`config.mk`:
```
export PLATFORM = sky130hd
export DESIGN_NAME = control_unit
export DESIGN_NICKNAME = d
export VERILOG_FILES = /design/src/rtl/control_unit_pkg.sv /design/src/rtl/control_unit.sv
export SDC_FILE = /design/constraint.sdc
export NUM_CORES = 1
export LEC_CHECK = 0
export ABC_AREA = 1
export CAP_MARGIN = 0
export CORE_MARGIN = 1
export CORE_UTILIZATION = 44
export DETAILED_ROUTE_END_ITERATION = 6
export PLACE_DENSITY_LB_ADDON = 0.3
export SYNTH_ARGS = -nofsm -noshare
export SYNTH_HDL_FRONTEND = slang
export SYNTH_SLANG_ARGS = --single-unit
```
`constraint.sdc`:
```
create_clock -name clk -period 1.9 [get_ports clk]
set_clock_uncertainty 0.2 [all_clocks]
set_input_delay 0.38 -clock clk [delete_from_list [all_inputs] [get_ports clk]]
set_output_delay 0.38 -clock clk [all_outputs]
set_load 0.1 [all_outputs]
```
`src/rtl/control_unit_pkg.sv`:
```
// Shared constants for the frame-processing control unit: state encodings
// and the mode encodings driven toward the window buffer, SRAM and address calculators.
package control_unit_pkg;

  localparam int STATE_W = 5;

  localparam logic [4:0] S_IDLE     = 5'd0;
  localparam logic [4:0] S_FR_RD    = 5'd1;
  localparam logic [4:0] S_FR_WAIT  = 5'd2;
  localparam logic [4:0] S_FR_WR    = 5'd3;
  localparam logic [4:0] S_FR_UPD   = 5'd4;
  localparam logic [4:0] S_ROW_J    = 5'd5;
  localparam logic [4:0] S_FC_SRD   = 5'd6;
  localparam logic [4:0] S_FC_SWAIT = 5'd7;
  localparam logic [4:0] S_FC_WB1   = 5'd8;
  localparam logic [4:0] S_FC_DRD   = 5'd9;
  localparam logic [4:0] S_FC_DWAIT = 5'd10;
  localparam logic [4:0] S_FC_WB3   = 5'd11;
  localparam logic [4:0] S_FC_UPD   = 5'd12;
  localparam logic [4:0] S_AC_SRD   = 5'd13;
  localparam logic [4:0] S_AC_SWAIT = 5'd14;
  localparam logic [4:0] S_AC_WB2   = 5'd15;
  localparam logic [4:0] S_AC_DRD   = 5'd16;
  localparam logic [4:0] S_AC_DWAIT = 5'd17;
  localparam logic [4:0] S_AC_WB4   = 5'd18;
  localparam logic [4:0] S_AC_OUT   = 5'd19;
  localparam logic [4:0] S_AC_WUPD  = 5'd20;
  localparam logic [4:0] S_AC_SHFT  = 5'd21;
  localparam logic [4:0] S_DONE     = 5'd22;

  localparam logic [2:0] WB_NOP  = 3'd0;
  localparam logic [2:0] WB_S1   = 3'd1;
  localparam logic [2:0] WB_S2   = 3'd2;
  localparam logic [2:0] WB_SD3  = 3'd3;
  localparam logic [2:0] WB_SD4  = 3'd4;
  localparam logic [2:0] WB_SHFT = 3'd5;

  localparam logic SRAM_READ      = 1'b1;
  localparam logic SRAM_WRITE     = 1'b0;
  localparam logic ADDR_ROWCACHE  = 1'b1;
  localparam logic ADDR_OUTPUTARR = 1'b0;
  localparam logic SDRAM_READ     = 1'b1;
  localparam logic SDRAM_WRITE    = 1'b0;

endpackage

```
`src/rtl/control_unit.sv`:
```
// Moore FSM sequencing frame load, first-column and remaining-column passes; outputs follow state by 0 cycles.
// No backpressure: waits only on SRAM/SDRAM data-valid. CONTROL_UNIT_STATE_DBG_EN exposes state_dbg.
module control_unit
  import control_unit_pkg::*;
(
  input  logic       clk,
  input  logic       n_rst,
  input  logic       start_flag,
  input  logic       dataRead_sram,
  input  logic       dataRead_sdram,
  input  logic       rollover_i,
  input  logic       rollover_j,
  input  logic       rollover_i_wr,
  output logic       enable_i,
  output logic       enable_j,
  output logic       enable_i_wr,
  output logic       enable_addr_calc_sram,
  output logic       enable_addr_calc_sdram,
  output logic       enable_WB,
  output logic       enable_sram,
  output logic       read_en_sdram,
  output logic       write_en_sdram,
  output logic       mode_addr_calc_sram,
  output logic       mode_addr_calc_sdram,
  output logic [2:0] mode_WB,
  output logic       mode_sram,
`ifdef CONTROL_UNIT_STATE_DBG_EN
  output logic [STATE_W-1:0] state_dbg,
`endif
  output logic       finish_flag
);

  logic [STATE_W-1:0] state_q;
  logic [STATE_W-1:0] state_d;

  // The output-column rollover is tracked by the counter block itself; the FSM never branches on it.
  logic unused_rollover_i_wr;
  assign unused_rollover_i_wr = rollover_i_wr;

  always_comb begin
    state_d = state_q;
    case (state_q)
      S_IDLE:     if (start_flag) state_d = S_FR_RD;
      S_FR_RD:    state_d = dataRead_sdram ? S_FR_WR : S_FR_WAIT;
      S_FR_WAIT:  if (dataRead_sdram) state_d = S_FR_WR;
      S_FR_WR:    state_d = S_FR_UPD;
      S_FR_UPD:   state_d = rollover_i ? S_ROW_J : S_FR_RD;
      S_ROW_J:    state_d = rollover_j ? S_DONE : S_FC_SRD;
      S_FC_SRD:   state_d = S_FC_SWAIT;
      S_FC_SWAIT: if (dataRead_sram) state_d = S_FC_WB1;
      S_FC_WB1:   state_d = S_FC_DRD;
      S_FC_DRD:   state_d = S_FC_DWAIT;
      S_FC_DWAIT: if (dataRead_sdram) state_d = S_FC_WB3;
      S_FC_WB3:   state_d = S_FC_UPD;
      S_FC_UPD:   state_d = S_AC_SRD;
      S_AC_SRD:   state_d = S_AC_SWAIT;
      S_AC_SWAIT: if (dataRead_sram) state_d = S_AC_WB2;
      S_AC_WB2:   state_d = S_AC_DRD;
      S_AC_DRD:   state_d = S_AC_DWAIT;
      S_AC_DWAIT: if (dataRead_sdram) state_d = S_AC_WB4;
      S_AC_WB4:   state_d = S_AC_OUT;
      S_AC_OUT:   state_d = S_AC_WUPD;
      S_AC_WUPD:  state_d = S_AC_SHFT;
      S_AC_SHFT:  state_d = rollover_i ? S_ROW_J : S_AC_SRD;
      S_DONE:     state_d = S_IDLE;
      default:    state_d = S_IDLE;
    endcase
  end

  always_ff @(posedge clk or negedge n_rst) begin
    if (!n_rst) state_q <= S_IDLE;
    else        state_q <= state_d;
  end

  always_comb begin
    enable_i               = 1'b0;
    enable_j               = 1'b0;
    enable_i_wr            = 1'b0;
    enable_addr_calc_sram  = 1'b0;
    enable_addr_calc_sdram = 1'b0;
    enable_WB              = 1'b0;
    enable_sram            = 1'b0;
    read_en_sdram          = 1'b0;
    write_en_sdram         = 1'b0;
    mode_addr_calc_sram    = ADDR_ROWCACHE;
    mode_addr_calc_sdram   = SDRAM_READ;
    mode_WB                = WB_NOP;
    mode_sram              = SRAM_WRITE;
    finish_flag            = 1'b0;
    case (state_q)
      S_FR_RD, S_FC_DRD, S_AC_DRD: read_en_sdram = 1'b1;
      S_FR_WR: begin
        enable_sram         = 1'b1;
        mode_sram           = SRAM_WRITE;
        mode_addr_calc_sram = ADDR_ROWCACHE;
      end
      S_FR_UPD, S_FC_UPD: begin
        enable_i               = 1'b1;
        enable_addr_calc_sram  = 1'b1;
        enable_addr_calc_sdram = 1'b1;
      end
      S_ROW_J: enable_j = 1'b1;
      S_FC_SRD, S_AC_SRD: begin
        enable_sram = 1'b1;
        mode_sram   = SRAM_READ;
      end
      S_FC_WB1: begin
        enable_WB = 1'b1;
        mode_WB   = WB_S1;
      end
      S_AC_WB2: begin
        enable_WB = 1'b1;
        mode_WB   = WB_S2;
      end
      // Window-buffer load of SDRAM data doubles as the SRAM row-cache writeback.
      S_FC_WB3, S_AC_WB4: begin
        enable_WB   = 1'b1;
        mode_WB     = (state_q == S_FC_WB3) ? WB_SD3 : WB_SD4;
        enable_sram = 1'b1;
        mode_sram   = SRAM_WRITE;
      end
      S_AC_OUT: begin
        write_en_sdram       = 1'b1;
        mode_addr_calc_sdram = SDRAM_WRITE;
      end
      S_AC_WUPD: begin
        enable_i_wr            = 1'b1;
        enable_addr_calc_sdram = 1'b1;
        mode_addr_calc_sdram   = SDRAM_WRITE;
      end
      S_AC_SHFT: begin
        enable_WB              = 1'b1;
        mode_WB                = WB_SHFT;
        enable_i               = 1'b1;
        enable_addr_calc_sram  = 1'b1;
        enable_addr_calc_sdram = 1'b1;
      end
      S_DONE: finish_flag = 1'b1;
      default: ;
    endcase
  end

`ifdef CONTROL_UNIT_STATE_DBG_EN
  assign state_dbg = state_q;
`endif

endmodule

```
==> metrics.txt, run 1 <==
# IOs=24; clock root cell=clkbuf_4; Error=[ERROR DPL-0038] Utilization greater than 100%, impossible to legalize; worst slack, placed=-0.183 ns; port bufs=21; ys async rst share=1.00; Starting Density=0.500; CTS buffer count=3; synthesized net count=approximately 140; Die Y=41.6 um; post-CTS sizing=19; synthesized cell area=691 um^2; status=stopped before the end; syn_area_per_cell=between 5 and 6 um^2; Die X-Extent=41.6 um; Synth Register Bits=5; post-synthesis sequential area ratio=0.181; Hold-fix buffers, CTS=0; gp weighted congestion=~1.0; Post-synth EDFFs=0; HPWL after detailed placement=approximately 2500 um; Placed Cells=184; Cell Area, Placed=~1300 um^2; row count=13; clock sink count=5; H-tree depth=1; commonest register cell after synthesis=dfrtp_1; YS warnings=0; Mapped Cells=around 130; Netlist cell types=21; CTS max path bufs=2; Failed at=clock tree synthesis; # Post-CTS Setup Buffers=8
## metrics by stage
stage	hold WS, ns	utilization
2_1_floorplan	-0.116	-
3_3_place_gp	0.389	0.948
3_5_place_dp	0.409	0.948
## kinds of logic after synthesis
| group | synth area share |
|---|---|
| compound gates | 0.0562 |
| buf+inv | 0.145 |
| flops | 0.181 |
| other cells | 0.00543 |
| simple gates | 0.612 |
## Yosys cell counts (2+ instances only)
cell	instances	area, um^2
o21ai_0	2	10.0
inv_2	4	15.0
nor2_2	3	18.8
a21oi_1	3	15.0
nand3_2	3	30.0
nand3_1	11	55.1
buf_4	3	22.5
nor2_1	19	71.3
nand2_2	3	18.8
dfrtp_1	5	125
nand2_1	47	176
nor2_4	2	22.5
nand4_1	3	18.8
inv_1	12	45.0
==> inputs of run 2 (changes only) <==
- CORE_AREA: default -> 2 2 63 65
- CORE_MARGIN: 1 -> default
- CORE_UTILIZATION: 44 -> default
- DIE_AREA: default -> 0 0 65 67
- PLACE_DENSITY_LB_ADDON: 0.3 -> 0.15
==> run 2 against run 1 <==
The flow now finishes, with violations (setup timing). Synthesized cell count did not move. Area after synthesis unchanged.
==> metrics.txt, run 2 <==
ys async rst share=1.00; final wirelength=between 2000 and 3000 um; WS Path Type=reg2out; vias post-DR=between 900 and 1000; ANT nets after route=0; HPWL after detailed placement=about 2100 um; Worst R2R Setup Slack=around 0.15 ns; commonest register cell after synthesis=dfrtp_1; Core Area=between 3000 and 4000 um^2; maximum VDD drop=0.000495 V; nets@finish=between 150 and 200; H-tree depth=1; Min Clock Period, post-route=~2.1 ns; Die X-Extent=between 60 and 70 um; failing checks=setup timing; clock root cell=clkbuf_8; top post-synthesis cells by count=nand2_1, nor2_1, inv_1; MaxCap Viol Count=0; Worst setup SP type=register; # fillers=between 300 and 400; Tcrit/Tclk final=1.11; top-count cell post-synth=nand2_1; crit end category=output pin; Area Growth Syn to Fin=136%; worst hold path class=in2async; largest net degree at the start of global routing=10; number of global-route vias before repair=996; DR iter-0 viols=19; Cell Area, Placed=approximately 1400 um^2; synthesized net count=approximately 140; # IOs=24; Final Util=0.451; Mapped Cells=about 130; static leakage power=about 0.8 nW; most frequent cells in the layout=nand2_1, buf_4, buf_12; Synth Register Bits=5; global-route wire length before repair=~4300 um; max FFs per register=5; fin area=1630 um^2; post-synth top area cell=nand2_1; CTS buffer count=3; most common cell after layout, fill and taps aside=nand2_1; clk_lat worst skew=between 0.2 and 0.25 ns; RR Startpoint=state_q[0]; gp weighted congestion=around 0.87; Reg2Reg Depth=11; Final setup viols=15; initial antenna violation count=0; multi-input logic area=between 600 and 700 um^2; worst slack, placed=-0.0416 ns; port bufs=21; biggest regs=state_q (5); register area=between 100 and 150 um^2; Starting Density=0.192; YS warnings=0; fin. max-slew vios=0; Crit Path Max Fanout=6; top cells by area, synth=nand2_1, dfrtp_1, nor2_1, nand3_1, inv_1; WL/cell=roughly 11 um; grt ovf=0; syn_area_per_cell=around 5.4 um^2; DRT Pass-1 Iters=3; ratio of cells with drive above 1 in the final layout=0.575; non-filler cells in the finished layout=roughly 230; Hold-fix buffers, CTS=0; RSZ-0062 raised after global routing=yes; Via density=~4.2; Crit path arrival time=around 1.5 ns; CTS tree=yes; Die Y=~67 um; Synth top area share=0.255; status=complete, but fails checks; die area=~4400 um^2; Setup TNS=-2.17 ns; synthesized cell area=691 um^2; critical path required time=1.32 ns; CTS max path bufs=2; Pwr Density=approximately 1900 nW/um^2; Top reg by flops=state_q; Antenna Cells=0; row count=22; Post-synth EDFFs=0; Max Fclk=about 470 MHz; worst setup margin=-0.210 ns; Fin. Hold Viols=0; clock sink count=5; remaining routing DRC violations=0; Placed Cells=~220; Worst-path clk slew=approximately 0.040 ns; total track usage=0.128; Netlist cell types=21; RR Endpoint=state_q[1]; post-synthesis sequential area ratio=0.181
## run 2: cell families (layout without fill, tap and decap cells)
group | after synthesis | in the layout | synth area share
buf+inv | 21 | 80 | 0.145
flops | 5 | 5 | 0.181
compound gates | 7 | 7 | 0.0562
simple gates | 93 | 93 | 0.612
other cells | 1 | 1 | 0.00543
## run 2: worst max-delay path, cell delays in order, from the launching register on
cell,delay [ns]
dfrtp_2,0.47
nor2_4,0.15
nand2_2,0.07
inv_2,0.07
nand2_2,0.06
and2_4,0.15
nand4_1,0.14
buf_12,0.19
## run 2: layout make-up
class,count,area share
timing repair buffer,59,0.427
multi-input combinational,101,0.380
sequential,5,0.0799
inverter,17,0.0477
tap,48,0.0369
clock buffer,4,0.0277
## run 2: metrics by stage
step           hold slack (ns)  power [mW]
2_1_floorplan           -0.116        1.67
3_3_place_gp             0.406        2.49
3_5_place_dp             0.395        2.49
4_1_cts                  0.183        2.97
5_1_grt                  0.201        3.24
6_report                 0.177        3.06
## run 2: power by group
group          internal (mW)  switching, mW  leakage [nW]
sequential             0.165         0.0937        0.0591
clock                  0.144         0.0545        0.0228
combinational           1.07           1.53         0.725
total                   1.38           1.67         0.807
## run 2: per-layer routing
metal / vias up / track usage / wire, um
li1: 513 / - / -
met5: - / 0 / 0
met3: 4 / 0.0270 / 120
met2: 22 / 0.246 / 1390
met4: 0 / 0.0426 / 37
met1: 444 / 0.137 / 1070
## run 2: worst max-delay path by stage
stage / startpoint / to / slack (ns) / cells after the start
2_1_floorplan: state_q[2] / enable_i / -1.47 / 5
3_3_place_gp: state_q[2] / enable_sram / -0.04 / 8
3_5_place_dp: state_q[2] / enable_sram / -0.04 / 8
4_1_cts: state_q[1] / enable_WB / -0.20 / 7
5_1_grt: state_q[1] / enable_WB / -0.26 / 6
6_report: state_q[3] / enable_WB / -0.21 / 7
## run 2: repair_timing
| action | 4_1_cts | 5_1_grt |
|---|---|---|
| resized for setup | 28 | 8 |
| gates cloned | 0 | 0 |
| endpoints found under the hold margin | 0 | 0 |
| pin swaps | 10 | 4 |
| endpoints found under the setup margin | 15 | 17 |
| buffers inserted | 12 | 3 |
No activity file was read; power rests on OpenSTA's default activity.
